$ cat src/rtl/shift_add_multiplier_pkg.sv
// rtl/shift_add_multiplier_pkg.sv - shared types and constants for the shift-add multiplier
package shift_add_multiplier_pkg;

  typedef enum logic [1:0] {
    IDLE = 2'd0,
    CALC = 2'd1,
    DONE = 2'd2
  } mul_state_e;

  localparam int DEFAULT_WIDTH = 4;
  localparam int DEFAULT_CNT_W = $clog2(DEFAULT_WIDTH);

endpackage

$ cat src/rtl/shift_add_multiplier_adder_slice.sv
// rtl/shift_add_multiplier_adder_slice.sv - W-bit ripple-carry adder built from full-adder cells
module mul_adder_slice #(
  parameter int WIDTH = 4
) (
  input  logic [WIDTH-1:0] x,
  input  logic [WIDTH-1:0] y,
  input  logic             cin,
  output logic [WIDTH-1:0] s,
  output logic             cout
);

  logic [WIDTH:0] c;

  assign c[0] = cin;

  // One full-adder cell per bit; carry ripples from bit 0 upward.
  for (genvar i = 0; i < WIDTH; i++) begin : g_fa
    assign s[i]     = x[i] ^ y[i] ^ c[i];
    assign c[i + 1] = (x[i] & y[i]) | (c[i] & (x[i] ^ y[i]));
  end

  assign cout = c[WIDTH];

endmodule

$ cat src/rtl/shift_add_multiplier.sv
// rtl/shift_add_multiplier.sv - sequential unsigned shift-and-add multiplier with valid/ready
module shift_add_multiplier
  import shift_add_multiplier_pkg::*;
#(
  parameter int WIDTH = DEFAULT_WIDTH
) (
  input  logic                 clk,
  input  logic                 rst_n,
  input  logic                 in_valid,
  output logic                 in_ready,
  input  logic [WIDTH-1:0]     a,
  input  logic [WIDTH-1:0]     b,
  output logic                 out_valid,
  input  logic                 out_ready,
  output logic [2*WIDTH-1:0]   product
);

  localparam int CNT_W = $clog2(WIDTH);

  mul_state_e           state_q, state_d;
  logic [WIDTH-1:0]     mcand_q, mcand_d;
  logic [2*WIDTH-1:0]   p_q, p_d;
  logic [CNT_W-1:0]     cnt_q, cnt_d;

  logic [WIDTH-1:0]     add_b;
  logic [WIDTH-1:0]     add_sum;
  logic                 add_cout;

  // Only add the multiplicand when the current multiplier LSB is set.
  assign add_b = p_q[0] ? mcand_q : '0;

  mul_adder_slice #(.WIDTH(WIDTH)) u_adder (
    .x    (p_q[2*WIDTH-1:WIDTH]),
    .y    (add_b),
    .cin  (1'b0),
    .s    (add_sum),
    .cout (add_cout)
  );

  // Handshake outputs decode registered state only; in_ready also drops while in reset.
  assign in_ready  = rst_n && (state_q == IDLE);
  assign out_valid = (state_q == DONE);
  assign product   = p_q;

  // Next-state and datapath update for the IDLE/CALC/DONE control sequence.
  always_comb begin
    state_d = state_q;
    mcand_d = mcand_q;
    p_d     = p_q;
    cnt_d   = cnt_q;
    unique case (state_q)
      IDLE: begin
        if (in_valid && in_ready) begin
          mcand_d = a;
          p_d     = {{WIDTH{1'b0}}, b};
          cnt_d   = '0;
          state_d = CALC;
        end
      end
      CALC: begin
        // Shift {cout,sum,multiplier} right by one: accumulator grows down into the vacated bits.
        p_d   = {add_cout, add_sum, p_q[WIDTH-1:1]};
        cnt_d = cnt_q + 1'b1;
        if (cnt_q == CNT_W'(WIDTH - 1)) begin
          state_d = DONE;
        end
      end
      DONE: begin
        if (out_ready) begin
          state_d = IDLE;
        end
      end
      default: begin
        state_d = IDLE;
      end
    endcase
  end

  // State and datapath registers with synchronous active-low reset.
  always_ff @(posedge clk) begin
    if (!rst_n) begin
      state_q <= IDLE;
      mcand_q <= '0;
      p_q     <= '0;
      cnt_q   <= '0;
    end else begin
      state_q <= state_d;
      mcand_q <= mcand_d;
      p_q     <= p_d;
      cnt_q   <= cnt_d;
    end
  end

endmodule

$ cat config.mk
export PLATFORM = sky130hd
export DESIGN_NAME = shift_add_multiplier
export DESIGN_NICKNAME = d
export VERILOG_FILES = /design/src/rtl/shift_add_multiplier_pkg.sv /design/src/rtl/shift_add_multiplier_adder_slice.sv /design/src/rtl/shift_add_multiplier.sv
export SDC_FILE = /design/constraint.sdc
export NUM_CORES = 1
export LEC_CHECK = 0
export CORE_ASPECT_RATIO = 1.2
export CORE_MARGIN = 2
export CORE_UTILIZATION = 35
export CTS_BUF_LIST = sky130_fd_sc_hd__clkbuf_4 sky130_fd_sc_hd__clkbuf_8
export CTS_CLUSTER_SIZE = 8
export DETAILED_ROUTE_END_ITERATION = 8
export GPL_TIMING_DRIVEN = 0
export PLACE_DENSITY = 0.7
export SLEW_MARGIN = 20
export SYNTH_ARGS = -nofsm -noshare
export SYNTH_HDL_FRONTEND = slang
export SYNTH_SLANG_ARGS = --single-unit
$ cat constraint.sdc
create_clock -name clk -period 7.2 [get_ports clk]
set_clock_uncertainty 0.15 [all_clocks]
set_input_delay 1.8 -clock clk [delete_from_list [all_inputs] [get_ports clk]]
set_output_delay 1.8 -clock clk [all_outputs]
set_load 0.05 [all_outputs]
Yosys cells after proc, flatten, opt, wreduce, memory -nomap -nowiden
Cells that the tools add are included.
{ "word_totals": {"reg_bits": 16, "out_inout_bits": 10, "elab_cells": 44} }
{ "classes": {"add_sub_neg": 1, "eq_ne": 6, "n_mux": 9, "bitwise_logic": 17, "n_reduce_logical": 7} }
{ "ops": {"columns": ["cell", "n"], "rows": [
  ["$pmux 8 s2", 1],
  ["$mux 2", 4],
  ["$mux 8", 1],
  ["$and 1x1->1", 7],
  ["$xor 1x1->1", 7],
  ["$pmux 2 s3", 1],
  ["$eq 2x2->1 const B", 2],
  ["$mux 4", 1],
  ["$ne 2x1->1 const B", 2],
  ["$pmux 2 s2", 1],
  ["$reduce_and 2->1", 2],
  ["$or 1x1->1", 3],
  ["$reduce_and 3->1", 1],
  ["$add 2x1->2 const B", 1],
  ["$eq 2x1->1 const B", 1],
  ["$logic_and 1x1->1", 2],
  ["$logic_not 2->1", 1],
  ["$ne 2x2->1 const B", 1],
  ["$reduce_bool 2->1", 1]
]} }

Longest topological paths before layout
Gate-level depths: netlist of run 1.
{ "logic_depth": {"word_depth": 9, "depth_mapped": 7, "depth_no_buf": 7} }

Cells and area by module
Synthesis of run 1 repeated with hierarchy kept, for this count alone.
{ "unflattened": {"cells_unflattened": 95, "hier_area_um2": 844.6} }
{ "by_module_without_submodules": {"columns": ["module", "n_inst", "cells_per_inst", "area_each_um2", "seq_area_each_um2"], "rows": [
  ["shift_add_multiplier", 1, 81, 726.9, 320.3],
  ["mul_adder_slice", 1, 14, 117.6, 0.0]
]} }

Least setup slack after synthesis of run 1
OpenSTA, ideal clock, no wires.
{ "synth_path": {"kind": "input-to-output", "startpoint": "input rst_n", "endpoint": "output in_ready", "t_arrival_ns": 2.998, "setup_slack_ns": 2.252, "path_stages": 3, "cell_sequence": "buf_6 > inv_4 > nor3_1"} }
{ "synth_between": {"elab_chain_len": 1} }
{ "synth_lines": {"columns": ["item", "line", "text"], "rows": [
  ["from (decl)", "shift_add_multiplier.sv:8", "input logic rst_n,"],
  ["$logic_and 1x1->1", "shift_add_multiplier.sv:41", "assign in_ready = rst_n && (state_q == IDLE);"],
  ["to (decl)", "shift_add_multiplier.sv:10", "output logic in_ready,"]
]} }
No other way between the ends.

Worst setup path in the final report of run 1
Ends and elaborated chain as after synthesis.

==> impl_metrics.json, run 1 <==
{
  "cts_resized": 0,
  "drc_violations_left": 0,
  "numPortBuffers": 20,
  "synth_simple_gate_area_share_pct": 18.4,
  "drt-pass1-iter-count": 4,
  "crit_path_max_fanout": 10,
  "clk_transition_reported_paths_ps": 100,
  "routed_wl_um": 1660,
  "layout_worst_path_cycle_share_pct": 68.1,
  "worst-endpoint-arrival_ps": 2950,
  "timing.setup.critical_path_class": "in2out",
  "dr.first_iter.drc_count": 7,
  "power.ir.vdd_worst_v": 0.000106,
  "synth.ff_latch_count": 16,
  "initial_core_util_pct": 37.6,
  "max_cap_violations": 0,
  "whs_endpoint": "mcand_q[0]",
  "run_status": "finished clean",
  "numCtsBuffers": 3,
  "grt_setup_unrepaired": "false",
  "holdCritStartpoint": "mcand_q[0]",
  "clock.fmax_mhz": 204,
  "groute.usage.overall_pct": 14.3,
  "fp-row-count": 18,
  "final-max-slew-violation-count": 0,
  "cts.path.max_buffers": 2,
  "largest_family_of_logic_cells_by_synthesized_area": "compound AO/OA/AOI/OAI gates",
  "num_vias": 677,
  "r2r_slack_ps": 4750,
  "grt_pass1_wl_um": 2810,
  "yosys.area_share.adder_pct": 10.8,
  "p_seq_share_pct": 49.6,
  "postSynthCellCount": 83,
  "place_hpwl_um": 1240,
  "grt_overflow_total": 0,
  "fin_hold_ws_ps": 313,
  "power.density_mw_per_mm2": 182,
  "worst-slew-pin-transition_ps": 507,
  "internal_power_w": 0.000139,
  "clock-root-buffer": "sky130_fd_sc_hd__clkbuf_4",
  "p_switching_w": 0.0000543,
  "synth.area.mux_share_pct": 5.09,
  "period_minus_slack_ps": 4900,
  "area_delta_synth_final_pct": 34.8,
  "timing.critical_path.required_ps": 5250,
  "die-area_sq_mm": 0.00265,
  "switching_share_pct": 28.1,
  "r2r_start": "product[0]",
  "synth_xor_xnor_area_share_pct": 0,
  "clock_latency_of_the_later_clocked_register_in_the_worst_skew_pair_ps": 300,
  "core_footprint_sq_mm": 0.00209,
  "maxSlewHeadroom_pct": 66.1,
  "finalSetupViolCount": 0,
  "drtAntennaViolNets": 0,
  "post_synth_num_cell_types": 27,
  "ys_warn_count": 0,
  "antennaDiodeCount": 0,
  "die_w_um": 47.3,
  "grt_max_degree": 11,
  "power.share.clock_pct": 32.2,
  "leakage_nw": 0.393,
  "cts.sinks": 16,
  "wl_per_cell_um": 12.1,
  "fin_nets": 125,
  "cells_on_worst_hold_path": 2,
  "setup_tns_ps": 0,
  "cts.repair_timing.setup_buffer_count": 0,
  "reg2reg_depth": 7,
  "final_hold_viol_count": 0,
  "drive_above_1_share_pct": 14.0,
  "grt_antenna_before_repair": 0,
  "synth_compound_gate_area_share_pct": 19.1,
  "tritoncts": "yes",
  "cts_hold_buf": 0,
  "floorplan.die.height_um": 55.9,
  "timing.critical_path.from_type": "primary input",
  "yosysSeqAreaShare_pct": 40.7,
  "clock_tree.htree_level_count": 1,
  "syn_avg_cell_area_sq_um": 9.48,
  "worstReg2RegEnd": "product[6]",
  "first_global_vias": 641,
  "comb_power_share_pct": 18.1,
  "routabilityCongestion": 0.735,
  "min-delay-path-class": "reg2reg",
  "synthesis.nets": 100,
  "netlist_area_sq_um": 787,
  "count_of_boundary_i_o_pins": 22,
  "critPathCaptureType": "primary output",
  "routed_via_count_divided_by_cell_count": 4.94
}
[per-layer routing]
metal | up-vias | wire length [um] | track usage, %
li1 | 339 | - | -
met1 | 313 | 754 | 20.4
met2 | 22 | 789 | 20.3
met3 | 3 | 79 | 2.92
met4 | 0 | 34 | 5.95
met5 | - | 0 | 0
[layout by cell type (no fill, tap or decap), drive strengths merged]
master         netlist  routed
ha                   2       2
nor3                 1       1
o31ai                1       1
inv                  3       3
o21ai                8       8
and4bb               1       1
nand3b               1       1
o211ai               5       5
buf                  4       4
mux2i                4       4
nand2b               2       2
and2                 3       3
fa                   3       3
a21oi                2       2
nand2               17      17
nor2b                1       1
nor2                 2       2
or3                  1       1
o22ai                3       3
o32ai                2       2
clkdlybuf4s50        0      20
clkbuf               1       5
dfxtp               16      16
[stage by stage]
step | std cells | area [sq um] | util [%] | power (W) | setup slack [ps]
6_report | 137 | 1060 | 50.7 | 0.000193 | 2300
2_1_floorplan | 83 | 787 | - | 0.000120 | 2250
5_1_grt | 137 | 1060 | 50.7 | 0.000204 | 2230
3_3_place_gp | 133 | 1020 | 48.9 | 0.000133 | 2300
4_1_cts | 137 | 1060 | 50.7 | 0.000196 | 2300
3_5_place_dp | 133 | 1020 | 48.9 | 0.000133 | 2310
[final cells by class]
cell class                      count  area (sq um)
Inverter                            3          13.8
Timing Repair Buffer               20           200
Tap cell                           30          37.5
Multi-Input combinational cell     59           420
Sequential cell                    16           320
Buffer                              5          32.5
Fill cell                         215          1030
Clock buffer                        4          36.3
[power by group through the flow]
stage,clock [W],sequential (W),combinational [W]
after floorplan,0,0.000104,0.0000163
after global placement,0,0.0000978,0.0000349
after detailed placement,0,0.0000980,0.0000353
after CTS,0.0000646,0.0000961,0.0000354
after global routing,0.0000694,0.0000966,0.0000380
final,0.0000623,0.0000960,0.0000351
[flip-flops by register name, summed over array words and instances (netlist names)]
register / count
product: 8
cnt_q: 2
mcand_q: 4
state_q: 2
[worst max path at each step]
stage | startpoint | slack [ps] | end | cells past startpoint
after floorplan | rst_n | 2250 | in_ready | 3
after global placement | rst_n | 2300 | in_ready | 4
after detailed placement | rst_n | 2310 | in_ready | 4
after CTS | rst_n | 2300 | in_ready | 4
after global routing | rst_n | 2230 | in_ready | 4
final | rst_n | 2300 | in_ready | 4
[cell families after synthesis]
family,count (synthesis)
buffers and inverters,8
AO/OA/AOI/OAI,21
flip-flops,16
AND/OR/NAND/NOR,29
multiplexers,4
adder cells (fa/ha/maj),5
[synthesized netlist by cell type]
master                     number  share of area (%)
sky130_fd_sc_hd__a21oi_1        1               0.64
sky130_fd_sc_hd__a21oi_2        1                1.1
sky130_fd_sc_hd__and2_1         3                2.4
sky130_fd_sc_hd__and4bb_1       1                1.6
sky130_fd_sc_hd__buf_2          2                1.3
sky130_fd_sc_hd__buf_4          1               0.95
sky130_fd_sc_hd__buf_6          1                1.4
sky130_fd_sc_hd__clkbuf_1       1               0.48
sky130_fd_sc_hd__dfxtp_1       16                 41
sky130_fd_sc_hd__fa_1           3                7.6
sky130_fd_sc_hd__ha_1           2                3.2
sky130_fd_sc_hd__inv_1          2               0.95
sky130_fd_sc_hd__inv_4          1               0.80
sky130_fd_sc_hd__mux2i_1        4                5.1
sky130_fd_sc_hd__nand2_1       17                8.1
sky130_fd_sc_hd__nand2b_1       2                1.6
sky130_fd_sc_hd__nand3b_1       1               0.95
sky130_fd_sc_hd__nor2_1         2               0.95
sky130_fd_sc_hd__nor2b_1        1               0.80
sky130_fd_sc_hd__nor3_1         1               0.64
sky130_fd_sc_hd__o211ai_1       5                4.8
sky130_fd_sc_hd__o21ai_1        4                2.5
sky130_fd_sc_hd__o21ai_2        4                4.5
sky130_fd_sc_hd__o22ai_1        3                2.4
sky130_fd_sc_hd__o31ai_1        1               0.95
sky130_fd_sc_hd__o32ai_1        2                2.2
sky130_fd_sc_hd__or3_4          1                1.4
[critical path, cell delays in order]
cell                              delay (ps)
sky130_fd_sc_hd__buf_6                   120
sky130_fd_sc_hd__inv_4                    60
sky130_fd_sc_hd__nor3_1                  140
sky130_fd_sc_hd__clkdlybuf4s50_1         830
Note: power is estimated with default switching activity, not from simulation.
==> run 2: changes to the inputs <==
Clock period 7.2 ns to 5.1 ns, I/O delays scaled along.
==> results of run 2 <==
Same layout as run 1 (identical final DEF). Status: finished clean.
Main changes from that run: setup slack after placement 2310 ps -> 1260 ps; setup slack after layout 2300 ps -> 1250 ps; register-to-register setup slack 4750 ps -> 2650 ps; total power 0.000193 W -> 0.000273 W; worst IR drop on VDD 0.000106 V -> 0.000150 V
